**src/rtl/rgb_pwm_pkg.sv**
```systemverilog
// Shared widths and types for the RGB PWM driver.
package rgb_pwm_pkg;
    localparam int DUTY_W    = 4;
    localparam int PWM_STEPS = 15;

    typedef logic [DUTY_W-1:0] duty_t;
endpackage

```
**src/rtl/pwm_channel.sv**
```systemverilog
// One LED channel: a double-buffered duty register, a compare against the shared step count,
// and a registered pin drive. Pin polarity and the forced-OFF level come from ACTIVE_LOW.
module pwm_channel
    import rgb_pwm_pkg::*;
#(
    parameter bit ACTIVE_LOW = 1'b0
) (
    input  logic  clock,
    input  logic  reset,
    input  logic  enable,
    input  logic  load,
    input  duty_t sample,
    input  duty_t count,
    output logic  led
);
    localparam logic OFF = ACTIVE_LOW;

    duty_t duty;
    duty_t dsel;

    // The load edge compares against the fresh sample so the frame cycle already shows the new duty.
    assign dsel = load ? sample : duty;

    always_ff @(posedge clock or posedge reset) begin
        if (reset) begin
            duty <= '0;
        end else if (load) begin
            duty <= sample;
        end
    end

    always_ff @(posedge clock or posedge reset) begin
        if (reset) begin
            led <= OFF;
        end else if (enable && (count < dsel)) begin
            led <= ~OFF;
        end else begin
            led <= OFF;
        end
    end
endmodule

```
**src/rtl/rgb_pwm_driver.sv**
```systemverilog
// Turns three 4-bit intensities into PWM pin drives with 15 steps of PRESCALE clocks per period.
// Duties are sampled only at period start; enable low clears the counters and forces the pins OFF.
module rgb_pwm_driver
    import rgb_pwm_pkg::*;
#(
    parameter int PRESCALE   = 4,
    parameter bit ACTIVE_LOW = 1'b0
) (
    input  logic  clock,
    input  logic  reset,
    input  logic  enable,
    input  duty_t r_in,
    input  duty_t g_in,
    input  duty_t b_in,
    output logic  led_r,
    output logic  led_g,
    output logic  led_b,
    output logic  frame
);
    localparam int    PRE_W    = (PRESCALE > 1) ? $clog2(PRESCALE) : 1;
    localparam logic [PRE_W-1:0] PRE_LAST = PRE_W'(PRESCALE - 1);
    localparam duty_t PWM_LAST = DUTY_W'(PWM_STEPS - 1);

    logic [PRE_W-1:0] pre_cnt;
    duty_t            pwm_cnt;
    logic             step;
    logic             load;

    assign step = (pre_cnt == PRE_LAST);
    assign load = enable && (pre_cnt == '0) && (pwm_cnt == '0);

    always_ff @(posedge clock or posedge reset) begin
        if (reset) begin
            pre_cnt <= '0;
        end else if (!enable || step) begin
            pre_cnt <= '0;
        end else begin
            pre_cnt <= pre_cnt + PRE_W'(1);
        end
    end

    always_ff @(posedge clock or posedge reset) begin
        if (reset) begin
            pwm_cnt <= '0;
        end else if (!enable) begin
            pwm_cnt <= '0;
        end else if (step) begin
            pwm_cnt <= (pwm_cnt == PWM_LAST) ? '0 : pwm_cnt + DUTY_W'(1);
        end
    end

    always_ff @(posedge clock or posedge reset) begin
        if (reset) begin
            frame <= 1'b0;
        end else begin
            frame <= load;
        end
    end

    pwm_channel #(.ACTIVE_LOW(ACTIVE_LOW)) u_red (
        .clock  (clock),
        .reset  (reset),
        .enable (enable),
        .load   (load),
        .sample (r_in),
        .count  (pwm_cnt),
        .led    (led_r)
    );

    pwm_channel #(.ACTIVE_LOW(ACTIVE_LOW)) u_green (
        .clock  (clock),
        .reset  (reset),
        .enable (enable),
        .load   (load),
        .sample (g_in),
        .count  (pwm_cnt),
        .led    (led_g)
    );

    pwm_channel #(.ACTIVE_LOW(ACTIVE_LOW)) u_blue (
        .clock  (clock),
        .reset  (reset),
        .enable (enable),
        .load   (load),
        .sample (b_in),
        .count  (pwm_cnt),
        .led    (led_b)
    );
endmodule
```
**config.mk**
```make
export PLATFORM = sky130hd
export DESIGN_NAME = rgb_pwm_driver
export DESIGN_NICKNAME = d
export VERILOG_FILES = /design/src/rtl/rgb_pwm_pkg.sv /design/src/rtl/pwm_channel.sv /design/src/rtl/rgb_pwm_driver.sv
export SDC_FILE = /design/constraint.sdc
export NUM_CORES = 1
export LEC_CHECK = 0
export CORE_MARGIN = 2
export CORE_UTILIZATION = 50
export CTS_BUF_LIST = sky130_fd_sc_hd__clkbuf_16
export CTS_CLUSTER_SIZE = 25
export DETAILED_ROUTE_END_ITERATION = 12
export GPL_ROUTABILITY_DRIVEN = 0
export PLACE_DENSITY = 0.85
export SLEW_MARGIN = 20
export SYNTH_ARGS = -nofsm -noshare
export SYNTH_HDL_FRONTEND = slang
export SYNTH_SLANG_ARGS = --single-unit
```
**constraint.sdc**
```tcl
create_clock -name clock -period 4.2 [get_ports clock]
set_input_delay 0.84 -clock clock [delete_from_list [all_inputs] [get_ports clock]]
set_output_delay 0.84 -clock clock [all_outputs]
set_load 0.02 [all_outputs]
```
==> out/qor.yml, run 1 <==
outcome: "finished, final reports clean"
drc: 0
syn_nets: 142
h-tree-depth: 1
clkLatencyLatePin_ns: 0.25
synth_compound_area_share_pct: 11.1
ys_types: 22
grt_pass1_vias: 906
layout_commonest_cell: "dfrtp_1"
worstMarginPinSlew_ns: 0.814
use_met1_pct: 23.7
overflow: 0
cap_violations: 0
synth_top_family_by_area: "adder cells"
muxShareOfSynthArea_pct: 7.54
ys_warn_count: 0
period_needed_ns: 3.15
hp-class: "reg -> reg"
setup_viol: 0
p_leak_nw: 0.726
initial_utilization_pct: 53.5
crit_arrival_ns: 3.29
drt-pass1-iter-count: 4
cp.required_ns: 4.34
core_um2: 2230
synthAdderAreaFrac_pct: 14.7
synth_xor_area_share_pct: 0
use_met2_pct: 35.4
cpMaxStageDelayCell: "clkdlybuf4s50_1"
drive_above_1_share_pct: 5.26
grt_start_max_net_pins: 23
pre_cts_ws_ns: 0.803
cp_cell_sequence: "clkdlybuf4s50_1 > nand3_1 > mux2i_1 > ha_1 > o21ai_0 > a32o_1"
via_per_inst: 5.48
port_buffers: 18
cp-startpoint: "enable"
wire_per_inst_um: 14.7
synth_edf_count: 0
cts_sinks: 22
yosys.area.top_type: "dfrtp_1"
crit_path_max_incr_delay_ns: 0.75
crit_fanout: 15
dieArea_um2: 2800
worst-path-buf-inv: 1
ctsResizeCount: 0
final_cell_mix: "dfrtp_1 (22), inv_1 (19), clkdlybuf4s50_1 (18)"
synth_top_area_share_pct: 46.1
cts.clk_slew.worst_paths_ns: 0.06
drt-initial-drc-count: 22
cts_root_buf: "clkbuf_16"
routed_wl_mm: 2.36
postRouteAntennaNets: 0
use_met3_pct: 2.54
hp-start: "u_blue.duty[2]"
critPathCaptureType: "register"
ys_ff_latch: 22
clock_path_buffers: 2
via_count: 883
min_to: "u_blue.duty[2]"
tritoncts: "done"
num_antenna_cells: 0
row_count: 17
crit_type: "in -> reg"
yosys-top-cells-area: "dfrtp_1 (46%), ha_1 (15%), mux2i_1 (7.5%)"
ys.flop_type: "dfrtp_1"
rr_startpoint: "pwm_cnt[0]"
finalHoldViolCount: 0
power-per-cell-area_nw_per_um2: 429
r2r_end: "u_green.led"
synth.avg_cell_area_um2: 10.6
die_w_um: 52.9
track_usage_pct: 19.5
ir_worst_vdd_v: 0.000222
hold_buffers: 0
antenna_found_initial: 0
grt_setup_unrepaired: "no"
finClkSkew_ns: 0.00213
slew_headroom_pct: 45.6
start_kind: "input port"
tns_ns: 0
ys_seq_area_share_pct: 46.1
timing.final.ws_setup_ns: 1.05
grt_pass1_wl_mm: 3.93
syn_area_um2: 1190
nets: 163
dp_hpwl_mm: 1.76
synth-simple-area-share_pct: 12.0
cts_setup_buffers: 0
regToRegSetupSlack_ns: 1.37
min_period_over_period_pct: 75.0
worstHoldPathCells: 2
critPathTopFamily: "buffers and inverters"
synth-async-reset-ratio_pct: 100
postSynthCellCount: 113
areaGrowthSynthToFinish_pct: 23.4
busiest_layer: "met2"
fmax_mhz: 317
numCtsBuffers: 3
report.final.slew_viol_count: 0
fillers: 167
power_uw: 633
die_h_um: 52.9
rr_worst_depth: 8
io_pins: 19
## power breakdown
group / switching (mW) / internal [mW] / total (mW)
sequential: 0.0135 / 0.257 / 0.270
combinational: 0.0884 / 0.0759 / 0.164
clock: 0.0713 / 0.127 / 0.198
## cell type report
class	instances	area [um^2]	share of cell area [%]
Clock inverter	1	3.75	0.255
Inverter	22	87.6	5.94
Multi-Input combinational cell	67	542	36.8
Tap cell	28	35.0	2.38
Timing Repair Buffer	18	180	12.2
Sequential cell	22	551	37.4
Clock buffer	3	75.1	5.09
## tightest hold or removal path, cell delays in order, from the launching register on
cell	delay, ns
dfrtp_1	0.32
mux2i_1	0.10
inv_2	0.05
## state kept, by name (all words and copies together), names as in the netlist
name,cells
u_green.led,1
frame,1
u_red.duty,4
u_green.duty,4
pwm_cnt,4
pre_cnt,2
u_blue.led,1
u_red.led,1
u_blue.duty,4
## stage by stage
stage	hold slack, ns	cell area (um^2)	utilization (%)	cells
floorplan	0.456	1190	-	113
global placement	0.470	1400	62.5	157
detailed placement	0.482	1400	62.5	157
CTS	0.502	1470	66.0	161
global route	0.521	1470	66.0	161
finish	0.500	1470	66.0	161
## worst max-delay path by stage
stage | to | slack (ns) | depth (start not counted)
2_1_floorplan | u_blue.led | 2.16 | 9
3_3_place_gp | u_green.led | 0.94 | 6
3_5_place_dp | u_green.led | 0.80 | 6
4_1_cts | u_green.led | 1.03 | 6
5_1_grt | u_green.led | 0.88 | 6
6_report | u_green.led | 1.05 | 6
## layer usage
| metal | part of all wire (%) | vias to the layer above | routed length [um] |
|---|---|---|---|
| met5 | 0 | - | 0 |
| met2 | 52 | 21 | 1230 |
| met4 | 0.85 | 0 | 20 |
| met3 | 3.0 | 4 | 71 |
| li1 | - | 429 | - |
| met1 | 44 | 429 | 1040 |
## cell families (layout without fill, tap and decap cells)
| family | Yosys count | in the layout |
|---|---|---|
| fa+ha+maj | 14 | 14 |
| buf+inv | 24 | 44 |
| compound gates | 20 | 20 |
| simple gates | 24 | 24 |
| flops | 22 | 22 |
| mux | 9 | 9 |
## synthesized netlist by cell type, drive strengths merged, types with 2 or more instances
cell	instances
o311ai	3
a32o	3
nand3	6
nand2	7
o21ai	10
nor4b	3
ha	14
and2	3
and3	2
dfrtp	22
inv	22
a21oi	2
mux2i	9
Power figures use the tool's default switching activity.
==> run 2, diff against run 1 <==
- CORE_UTILIZATION: 50 -> 47
- PLACE_DENSITY: 0.85 -> 0.84
- clock period: 4.2 -> 2.54 ns (I/O delays scaled with it)
==> out/qor.yml, run 2 (same netlist as run 1, synthesis figures left out) <==
slew_headroom_pct: 45.2  # -0.45 points
initial_utilization_pct: 49.1  # -4.4 points
cts_setup_buffers: 0  # unchanged
via_per_inst: 5.54  # +1.1%
grt_pass1_wl_mm: 4.23  # +7.5%
tritoncts: "done"
nets: 167  # +2.5%
h-tree-depth: 1  # unchanged
crit_path_max_incr_delay_ns: 0.45  # -0.30 ns
clkLatencyLatePin_ns: 0.25  # about the same
fillers: 184  # +10%
worstHoldPathCells: 2  # unchanged
r2r_end: "u_blue.led"
row_count: 18  # +1
report.final.slew_viol_count: 0  # unchanged
crit_type: "reg -> reg"
period_needed_ns: 2.39
finClkSkew_ns: 0.00260  # +0.000465 ns
num_antenna_cells: 0  # unchanged
grt_start_max_net_pins: 23  # unchanged
min_period_over_period_pct: 94.0
ir_worst_vdd_v: 0.000484  # +120%
cpMaxStageDelayCell: "dfrtp_1"
rr_worst_depth: 9  # +1
timing.final.ws_setup_ns: 0.152  # -0.897 ns
drt-pass1-iter-count: 4  # unchanged
pre_cts_ws_ns: 0.177  # -0.627 ns
die_w_um: 54.4  # +2.9%
p_leak_nw: 0.744  # +2.5%
worstMarginPinSlew_ns: 0.821  # +0.00671 ns
cp_cell_sequence: "inv_1 > ha_1 > nor3b_4 > nand3_1 > buf_4 > mux2i_2 > ha_1 > o21ai_0 > a32o_1"
min_to: "u_green.duty[2]"
regToRegSetupSlack_ns: 0.15  # -1.22 ns
outcome: "finished, final reports clean"
ctsResizeCount: 0  # unchanged
postRouteAntennaNets: 0  # unchanged
core_um2: 2430  # +8.9%
die_h_um: 54.4  # +2.9%
cts_root_buf: "clkbuf_16"
setup_viol: 0  # unchanged
power_mw: 1.07  # +68%
hp-class: "reg -> reg"
drc: 0  # unchanged
dieArea_um2: 2960  # +5.9%
layout_commonest_cell: "dfrtp_1"
finish.utilization_pct: 62.2  # -3.8 points
via_count: 920  # +4.2%
antenna_found_initial: 0  # unchanged
cp.required_ns: 2.73  # -1.61 ns
start_kind: "register"
areaGrowthSynthToFinish_pct: 26.6
grt_setup_unrepaired: "no"
routed_wl_mm: 2.67  # +13%
cts_sinks: 22  # unchanged
crit_fanout: 7  # -8
numCtsBuffers: 3  # unchanged
dp_hpwl_mm: 1.88  # +6.7%
final_cell_mix: "dfrtp_1 (22), inv_1 (19), clkdlybuf4s50_1 (18)"
crit_arrival_ns: 2.57  # -0.72 ns
port_buffers: 18  # unchanged
wire_per_inst_um: 16.1  # +9.7%
cts.clk_slew.worst_paths_ns: 0.06  # about the same
hp-start: "u_green.duty[2]"
rr_startpoint: "pwm_cnt[0]"
power-per-cell-area_nw_per_um2: 704  # +64%
tns_ns: 0  # unchanged
io_pins: 19  # unchanged
critPathCaptureType: "register"
cap_violations: 0  # unchanged
clock_path_buffers: 2  # unchanged
track_usage_pct: 20.5  # +0.95 points
crit_top_cell: "ha_1"
overflow: 0  # unchanged
drive_above_1_share_pct: 8.82  # +3.6 points
grt_pass1_vias: 968  # +6.8%
drt-initial-drc-count: 17  # -23%
fmax_mhz: 419
finalHoldViolCount: 0  # unchanged
hold_buffers: 0  # unchanged
==> run 2: power breakdown <==
part	internal [mW]	total, mW	leakage [nW]	switching [mW]
clock	0.208	0.325	0.0370	0.117
sequential	0.425	0.454	0.270	0.0283
combinational	0.134	0.286	0.437	0.152
==> run 2: worst max-delay path by stage <==
| stage | from | endpoint | slack (ns) | cells after the start |
|---|---|---|---|---|
| floorplan | pwm_cnt[0] | u_blue.led | 0.50 | 9 |
| global placement | enable | u_blue.led | 0.35 | 7 |
| detailed placement | pwm_cnt[0] | u_blue.led | 0.18 | 9 |
| CTS | pwm_cnt[0] | u_blue.led | 0.09 | 9 |
| global route | pwm_cnt[0] | u_blue.led | 0.02 | 9 |
| finish | pwm_cnt[0] | u_blue.led | 0.15 | 9 |
==> run 2: final cells by class <==
class / count / area, um^2 / area share (%)
timing repair buffer: 22 / 210 / 13.9
inverter: 22 / 87.6 / 5.79
sequential: 22 / 551 / 36.4
multi-input combinational: 67 / 552 / 36.5
clock buffer: 3 / 75.1 / 4.96
tap: 30 / 37.5 / 2.48
==> run 2: layer usage <==
metal  share of wire (%)  vias to the layer above  global-route usage, %  wire [um]
met5                   0                        -                      0          0
met4                 1.9                        0                   12.9         51
met3                 4.7                        4                   1.09        126
met2                  54                       31                   38.2       1440
met1                  40                      440                   22.4       1060
li1                    -                      445                      -          -
==> run 2: per-stage QoR <==
step	instances	hold slack [ns]	cell area [um^2]
global placement	163	0.475	1430
CTS	166	0.497	1500
detailed placement	163	0.482	1430
floorplan	113	0.456	1190
global route	166	0.535	1510
finish	166	0.491	1510
==> run 2: critical path, delay by kind of cell, from the launching register on <==
family / cells / cell delay, ns
compound gates: 2 / 0.38
fa+ha+maj: 2 / 0.46
buf+inv: 2 / 0.40
flops: 1 / 0.45
mux: 1 / 0.26
simple gates: 2 / 0.37
